**src/rtl/spi_master_byte_if.sv**
```systemverilog
// Byte handshake between the CPU-side SPI control registers and the SPI byte engine.
// The master modport is the register side; the slave modport is the engine.
interface spi_master_byte_if;
  logic [7:0] tx_data;
  logic       tx_valid;
  logic       tx_ready;
  logic [7:0] rx_data;
  logic       rx_valid;

  modport master (
    output tx_data, tx_valid,
    input  tx_ready, rx_data, rx_valid
  );

  modport slave (
    input  tx_data, tx_valid,
    output tx_ready, rx_data, rx_valid
  );
endinterface

```
**src/rtl/spi_master_byte.sv**
```systemverilog
// Byte-level SPI mode-0 master: shifts each accepted byte out MSB-first while
// assembling the returned byte; chip select may be held low across bytes.
module spi_master_byte #(
  parameter int DIV_W = 8
) (
  input  logic             core_clk,
  input  logic             core_rst,
  input  logic             enable,
  input  logic [DIV_W-1:0] prescale,
  input  logic             cs_hold,
  output logic             busy,
  output logic             spi_sck,
  output logic             spi_csb,
  output logic             spi_sdo,
  output logic             spi_sdoenb,
  input  logic             spi_sdi,
  spi_master_byte_if.slave host
);

  typedef enum logic [2:0] {IDLE, SETUP, HIGH, LOW, HOLD, END} state_t;

  state_t           state, state_n;
  logic [DIV_W-1:0] cnt, cnt_n, p_lat, p_lat_n;
  logic [3:0]       bit_cnt, bit_cnt_n;
  logic [6:0]       tx_sh, tx_sh_n;
  logic [7:0]       rx_sh, rx_sh_n, rx_data_q, rx_data_n;
  logic             rx_valid_q, rx_valid_n;
  logic             sck_q, sck_n, csb_q, csb_n, sdo_q, sdo_n;
  logic             tx_ready, accept, cnt_done;

  assign tx_ready = enable && (state == IDLE || state == HOLD);
  assign accept   = host.tx_valid && tx_ready;
  assign cnt_done = (cnt == '0);

  assign host.tx_ready = tx_ready;
  assign host.rx_data  = rx_data_q;
  assign host.rx_valid = rx_valid_q;
  assign busy          = (state != IDLE);
  assign spi_sck       = sck_q;
  assign spi_csb       = csb_q;
  assign spi_sdo       = sdo_q;
  assign spi_sdoenb    = csb_q;

  always_ff @(posedge core_clk or posedge core_rst) begin
    if (core_rst) begin
      state      <= IDLE;
      cnt        <= '0;
      p_lat      <= '0;
      bit_cnt    <= '0;
      tx_sh      <= '0;
      rx_sh      <= '0;
      rx_data_q  <= '0;
      rx_valid_q <= 1'b0;
      sck_q      <= 1'b0;
      csb_q      <= 1'b1;
      sdo_q      <= 1'b0;
    end else begin
      state      <= state_n;
      cnt        <= cnt_n;
      p_lat      <= p_lat_n;
      bit_cnt    <= bit_cnt_n;
      tx_sh      <= tx_sh_n;
      rx_sh      <= rx_sh_n;
      rx_data_q  <= rx_data_n;
      rx_valid_q <= rx_valid_n;
      sck_q      <= sck_n;
      csb_q      <= csb_n;
      sdo_q      <= sdo_n;
    end
  end

  // Every timed state runs P = p_lat+1 cycles; bit_cnt counts completed falling edges.
  always_comb begin
    state_n    = state;
    cnt_n      = cnt;
    p_lat_n    = p_lat;
    bit_cnt_n  = bit_cnt;
    tx_sh_n    = tx_sh;
    rx_sh_n    = rx_sh;
    rx_data_n  = rx_data_q;
    rx_valid_n = 1'b0;
    sck_n      = sck_q;
    csb_n      = csb_q;
    sdo_n      = sdo_q;
    case (state)
      IDLE, HOLD: begin
        if (accept) begin
          state_n   = SETUP;
          cnt_n     = prescale;
          p_lat_n   = prescale;
          bit_cnt_n = '0;
          tx_sh_n   = host.tx_data[6:0];
          rx_sh_n   = '0;
          csb_n     = 1'b0;
          sck_n     = 1'b0;
          sdo_n     = host.tx_data[7];
        end else if (state == HOLD && (!cs_hold || !enable)) begin
          state_n = END;
          cnt_n   = p_lat;
          csb_n   = 1'b1;
          sdo_n   = 1'b0;
        end
      end
      SETUP: begin
        if (cnt_done) begin
          state_n = HIGH;
          cnt_n   = p_lat;
          sck_n   = 1'b1;
          rx_sh_n = {rx_sh[6:0], spi_sdi};
        end else begin
          cnt_n = cnt - DIV_W'(1);
        end
      end
      HIGH: begin
        if (cnt_done) begin
          state_n   = LOW;
          cnt_n     = p_lat;
          sck_n     = 1'b0;
          bit_cnt_n = bit_cnt + 4'd1;
          // The last bit stays on spi_sdo through LOW and HOLD.
          if (bit_cnt != 4'd7) begin
            sdo_n   = tx_sh[6];
            tx_sh_n = {tx_sh[5:0], 1'b0};
          end
        end else begin
          cnt_n = cnt - DIV_W'(1);
        end
      end
      LOW: begin
        if (cnt_done) begin
          if (bit_cnt == 4'd8) begin
            state_n    = HOLD;
            rx_data_n  = rx_sh;
            rx_valid_n = 1'b1;
          end else begin
            state_n = HIGH;
            cnt_n   = p_lat;
            sck_n   = 1'b1;
            rx_sh_n = {rx_sh[6:0], spi_sdi};
          end
        end else begin
          cnt_n = cnt - DIV_W'(1);
        end
      end
      END: begin
        if (cnt_done) begin
          state_n = IDLE;
        end else begin
          cnt_n = cnt - DIV_W'(1);
        end
      end
      default: state_n = IDLE;
    endcase
  end

endmodule

```
**src/flat_wrapper.sv**
```systemverilog
// flat-port wrapper written by rule: the top's interface ports become plain ports
module spi_master_byte_flat 
#(
  parameter int DIV_W = 8
)
  (core_clk, core_rst, enable, prescale, cs_hold, busy, spi_sck, spi_csb, spi_sdo, spi_sdoenb, spi_sdi, host_tx_data, host_tx_valid, host_tx_ready, host_rx_data, host_rx_valid);
  spi_master_byte_if host_i ();
  input  logic core_clk;
  input  logic core_rst;
  input  logic enable;
  input  logic [DIV_W-1:0] prescale;
  input  logic cs_hold;
  output logic busy;
  output logic spi_sck;
  output logic spi_csb;
  output logic spi_sdo;
  output logic spi_sdoenb;
  input  logic spi_sdi;
  input wire logic [$bits(host_i.tx_data)-1:0] host_tx_data;
  input wire logic [$bits(host_i.tx_valid)-1:0] host_tx_valid;
  output wire logic [$bits(host_i.tx_ready)-1:0] host_tx_ready;
  output wire logic [$bits(host_i.rx_data)-1:0] host_rx_data;
  output wire logic [$bits(host_i.rx_valid)-1:0] host_rx_valid;
  assign host_i.tx_data = host_tx_data;
  assign host_i.tx_valid = host_tx_valid;
  assign host_tx_ready = host_i.tx_ready;
  assign host_rx_data = host_i.rx_data;
  assign host_rx_valid = host_i.rx_valid;
  spi_master_byte #(.DIV_W(DIV_W)) u_core (.core_clk(core_clk), .core_rst(core_rst), .enable(enable), .prescale(prescale), .cs_hold(cs_hold), .busy(busy), .spi_sck(spi_sck), .spi_csb(spi_csb), .spi_sdo(spi_sdo), .spi_sdoenb(spi_sdoenb), .spi_sdi(spi_sdi), .host(host_i));
endmodule
```
**config.mk**
```make
export PLATFORM = sky130hd
export DESIGN_NAME = spi_master_byte_flat
export DESIGN_NICKNAME = d
export VERILOG_FILES = /design/src/rtl/spi_master_byte_if.sv /design/src/rtl/spi_master_byte.sv /design/src/flat_wrapper.sv
export SDC_FILE = /design/constraint.sdc
export NUM_CORES = 1
export LEC_CHECK = 0
export ABC_CLOCK_PERIOD_IN_PS = 2250
export BUFFER_PORTS_ARGS = -buffer_cell sky130_fd_sc_hd__buf_2
export CAP_MARGIN = 20
export CORE_UTILIZATION = 55
export DETAILED_ROUTE_END_ITERATION = 8
export GPL_ROUTABILITY_DRIVEN = 0
export PLACE_DENSITY = 0.77
export SYNTH_ARGS = -nofsm -noshare
export SYNTH_HDL_FRONTEND = slang
export SYNTH_SLANG_ARGS = --single-unit
```
**constraint.sdc**
```tcl
create_clock -name core_clk -period 2.25 [get_ports core_clk]
set_input_delay 0.3375 -clock core_clk [delete_from_list [all_inputs] [get_ports core_clk]]
set_output_delay 0.3375 -clock core_clk [all_outputs]
set_load 0.005 [all_outputs]
```
* Word-level counts from Yosys, hierarchy flattened
Cells that the tools add are included.
** Word-level totals
- Logic and storage cells :: 100
- Output and inout bits :: 15
- Flip-flop bits (word level) :: 50
- Input port bits :: 22
** Operators by class
- Multiplexer cells :: 43
- Reduce and logical (&&, ||, !) cells :: 27
- Add/sub/neg operators :: 2
- Eq/ne operators :: 17
** Operators by type and width (count)
- two-way mux 8 bit :: 10
- case mux 8 bit (4 select lines) :: 1
- case mux 8 bit (3 select lines) :: 1
- two-way mux 3 bit :: 7
- two-way mux 7 bit :: 3
- case mux 3 bit (5 select lines) :: 1
- two-way mux 1 bit :: 14
- case mux 7 bit (2 select lines) :: 1
- inequality test 2 x 1 -> 1 bit (second input constant) :: 6
- AND reduction 4 bit :: 3
- AND reduction 5 bit :: 2
- zero test 8 bit :: 1
- two-way mux 4 bit :: 2
- case mux 4 bit (2 select lines) :: 1
- nonzero test 4 bit :: 2
- subtractor 8 x 1 -> 8 bit (second input constant) :: 1
- equality test 3 x 2 -> 1 bit (second input constant) :: 2
- equality test 3 bit (second input constant) :: 2
- AND reduction 3 bit :: 2
- AND reduction 6 bit :: 1
- nonzero test 3 bit :: 2
- adder 4 x 1 -> 4 bit (second input constant) :: 1
- equality test 4 bit (second input constant) :: 1
- inequality test 2 bit (second input constant) :: 2
- other kinds (13) :: 20

* Logic depth before layout (Yosys ltp)
- Word-level depth :: 6
- Depth in mapped cells :: 9
- Depth with buffers taken out :: 7

* Worst setup path after synthesis
No wires, ideal clock.
- Kind :: register -> register
- From :: reg u_core.cnt[0]
- To :: reg u_core.sdo_q (netlist: u_core.spi_sdo)
- Path slack :: 174 ps
- Data required time :: 2125 ps
- Library setup time :: 125 ps
- Data arrival time :: 1952 ps
- Clock period less this slack :: 2076 ps
- Buffers on the path :: 0
- Cell stages (with the launch flop) :: 8
- Cell sequence :: dfrtp_1 inv_1 ha_1 or4b_4 nor2_8 nand2_1 a211oi_2 mux2_2
** Between the ends
- Longest elaborated chain between the ends :: 3
** RTL lines
- start, declared :: line spi_master_byte.sv:23 : logic [DIV_W-1:0] cnt, cnt_n, p_lat, p_lat_n;
- start signal, assigned :: line spi_master_byte.sv:59 : cnt <= cnt_n;
- zero test 8 bit :: line spi_master_byte.sv:33 : assign cnt_done = (cnt == '0);
- inequality test 2 x 1 -> 1 bit (no line)
- AND reduction 4 bit (no line)
- end signal, assigned :: line spi_master_byte.sv:68 : sdo_q <= sdo_n;
- end, declared :: line spi_master_byte.sv:28 : logic sck_q, sck_n, csb_q, csb_n, sdo_q, sdo_n;
Every way passes these cells.
A chain may end at the register's enable or synchronous reset.

* Final worst setup path
- From :: reg u_core.cnt[1]
- To :: reg u_core.tx_sh[1]
** Between the ends
- Longest elaborated chain between the ends :: 3
** RTL lines
- zero test 8 bit :: line spi_master_byte.sv:33
- inequality test 2 x 1 -> 1 bit (no line)
- AND reduction 4 bit (no line)
- end signal, assigned :: line spi_master_byte.sv:62 : tx_sh <= tx_sh_n;
- end, declared :: line spi_master_byte.sv:25 : logic [6:0] tx_sh, tx_sh_n;
Every way passes these cells.

==> impl_metrics.ini <==
[sta]
tightest_slew_ps = 784
relSlewSlack_pct = 47.7
rsz0062_at_grt = true
final-hold-violation-count = 0
fin_crit_ps = 2190
slew_violations = 0
setup_violations = 0
finClkSkew_ps = 6.44
max_freq_mhz = 456
period_share_pct = 97.5

[critical_path]
rrSetupSlack_ps = 60
critPathTopFamily = simple AND/OR/NAND/NOR gates
worst_setup_path_end_kind = flip-flop
crit_chain = inv_2 -> ha_4 -> or4b_4 -> nor2_8 -> a31oi_4 -> nor2_4 -> mux2_2
crit_arrival_ps = 2380
cp-start-kind = flip-flop
critical_path.max_stage_delay_ps = 520
rr_worst_depth = 7
path_max_fanout = 7
cp_data_required_time_ps = 2440
r2r-end = u_core.tx_sh[1]$_DFFE_PP0P_
cp_num_buf_inv = 1
crit_slowest_cell = or4b_4
r2r_start = u_core.cnt[1]$_DFFE_PP0P_
worst-setup-path-type = flip-flop to flip-flop

[logic_synthesis]
seq_area_frac_synth_pct = 47.4
synth_flop_cell = dfrtp_1
ys_ff_latch = 50
syn_avg_cell_area_sq_um = 10.9
yosysMostFrequentCell = dfrtp_1
synth-async-reset-ratio_pct = 100
synth_top_area_cell = dfrtp_1
ys_top_cells_by_count = 49 x dfrtp_1, 34 x nand2_1, 24 x mux2_2
synth.area.top_cells = dfrtp_1 46%, mux2_2 10%, nand2_1 4.8%, o21ai_0 3.2%, clkbuf_8 2.1%
synth_top_cell_area_share_pct = 46.4
yosysUniqueCellTypes = 55
syn_inst = 242
yosys_warnings = 0
syn_area_sq_um = 2640
synth_edf_count = 0
synth_fp_nets = 268

[power]
max-vdd-ir-drop_uv = 535
p_leak_uw = 0.00145
finalPower_uw = 3300
power_density_nw_per_um2 = 1100

[die]
initial_utilization_pct = 59.0
coreArea_sq_um = 4470
rows = 24
dieArea_sq_um = 5080
num_io_pins = 37
die_w_um = 71.3
die_h_um = 71.3

[placed_design]
placed_area_sq_um = 2890
dpl.hpwl_um = 3780
portBuffers = 36

[route]
ant_nets = 0
firstDrtPassIters = 6
drt_iter0_drc = 150
wl_per_cell_um = 15.3
viasPerCell = 5.79
finalWirelength_um = 5260
vias = 1986
drc = 4

[global_route]
track_usage_pct = 23.1
grt_pass1_vias = 1926
antenna_found_initial = 0
gr-total-overflow = 0
grt_pass1_wl_um = 9160
grt_max_degree = 39

[hold_path]
hp-class = input pin to asynchronous set/reset pin

[finish]
drive_gt1_share_pct = 37.5
diodes = 0
final_nets = 316
postLayoutCellArea_sq_um = 3010
synthToLayoutAreaGrowth_pct = 13.9

[outcome]
violations = design-rule violations
status = finished, violations left

[cts]
clk_pin_slew_ps = 80
numClockSinks = 50
clock_path_buffers = 2
cts_made_buffers = 5
cts_root_buf = clkbuf_8
cts_tree = built
htree_levels = 2
clk-insertion-delay-late_ps = 300

[flow_run]
maxCapViolCount = 0
==> cell usage in the layout, fill, tap and decap left out, drive strengths merged, types with 2 or more instances in the layout <==
master	netlist	layout
and2	3	3
nor3	11	11
or4b	2	2
a222oi	4	4
mux2	24	24
a21oi	8	8
nor3b	3	3
nand3b	2	2
xor2	2	2
ha	4	4
o2bb2ai	5	5
nand3	3	3
nand2	34	34
inv	10	10
nor2	13	13
a221oi	5	5
dfrtp	49	49
a31oi	2	2
a21o	5	5
buf	6	53
or3	2	2
o21ai	18	18
clkbuf	6	8
o21a	2	2
==> cell type report <==
class	count	area, sq um
Tap cell	52	65.1
Multi-Input combinational cell	170	1260
Timing Repair Buffer	53	308
Clock buffer	8	90.1
Fill cell	364	1470
Inverter	10	37.5
Sequential cell	50	1250
==> how the worst max path moves through the flow <==
stage | endpoint | start | cells past startpoint
2_1_floorplan | u_core.spi_sdo$_DFFE_PP0P_ | u_core.cnt[0]$_DFFE_PP0P_ | 7
3_3_place_gp | u_core.host.rx_data[0]$_DFFE_PP0N_ | u_core.bit_cnt[0]$_DFFE_PP0P_ | 6
3_5_place_dp | u_core.tx_sh[2]$_DFFE_PP0P_ | u_core.cnt[1]$_DFFE_PP0P_ | 7
4_1_cts | u_core.tx_sh[5]$_DFFE_PP0P_ | u_core.cnt[1]$_DFFE_PP0P_ | 7
5_1_grt | u_core.tx_sh[2]$_DFFE_PP0P_ | u_core.cnt[1]$_DFFE_PP0P_ | 7
6_report | u_core.tx_sh[1]$_DFFE_PP0P_ | u_core.cnt[1]$_DFFE_PP0P_ | 7
==> layer usage <==
layer / track usage (%) / up-vias / share of wire [%]
met1: 32.9 / 962 / 49
met3: 5.77 / 4 / 4.1
met5: 0 / - / 0
met2: 35.0 / 48 / 46
li1: - / 972 / -
met4: 6.89 / 0 / 0.76
==> state kept, by name (all words and copies together), names as in the netlist, 3 cells and up <==
signal               flops
u_core.bit_cnt           4
u_core.cnt               8
u_core.host.rx_data      8
u_core.p_lat             8
u_core.rx_sh             8
u_core.state             3
u_core.tx_sh             7
==> logic make-up (layout without fill, tap and decap cells) <==
| group | after synthesis | after routing | share of synthesized area, % |
|---|---|---|---|
| adder cells (fa/ha/maj) | 4 | 4 | 1.89 |
| AND/OR/NAND/NOR | 82 | 82 | 18.1 |
| multiplexers | 24 | 24 | 10.2 |
| flip-flops | 50 | 50 | 47.4 |
| XOR/XNOR | 2 | 2 | 0.663 |
| buffers and inverters | 22 | 71 | 5.59 |
| AO/OA/AOI/OAI | 58 | 58 | 16.1 |
==> power breakdown <==
group / internal (uW) / switching, uW
Sequential: 1240 / 284
Combinational: 608 / 648
Clock: 251 / 274
Total: 2100 / 1210
==> timing repair <==
item / CTS / global route
setup endpoints to repair: 0 / 19
hold endpoints to repair: 0 / 0
gates resized for setup: 0 / 5
buffers inserted: 0 / 2
hold buffers: 0 / 0
==> worst register-to-register path, delay by kind of cell, from the launching register on <==
kind	cells	cell delay [ps]
AO/OA/AOI/OAI	1	130
flip-flops	1	420
buffers and inverters	1	100
multiplexers	1	360
AND/OR/NAND/NOR	3	930
adder cells (fa/ha/maj)	1	140
==> through the flow <==
stage          hold slack, ps  setup TNS [ps]  util, %  setup WS, ps  instances
2_1_floorplan             389               0        -           174        242
3_3_place_gp              460               0     64.6           112        333
3_5_place_dp              465               0     64.6          37.8        333
4_1_cts                   203               0     66.6          31.8        341
5_1_grt                   242           -59.8     67.3         -18.0        343
6_report                  180               0     67.3          57.0        343
No activity file was read; power rests on OpenSTA's default activity.
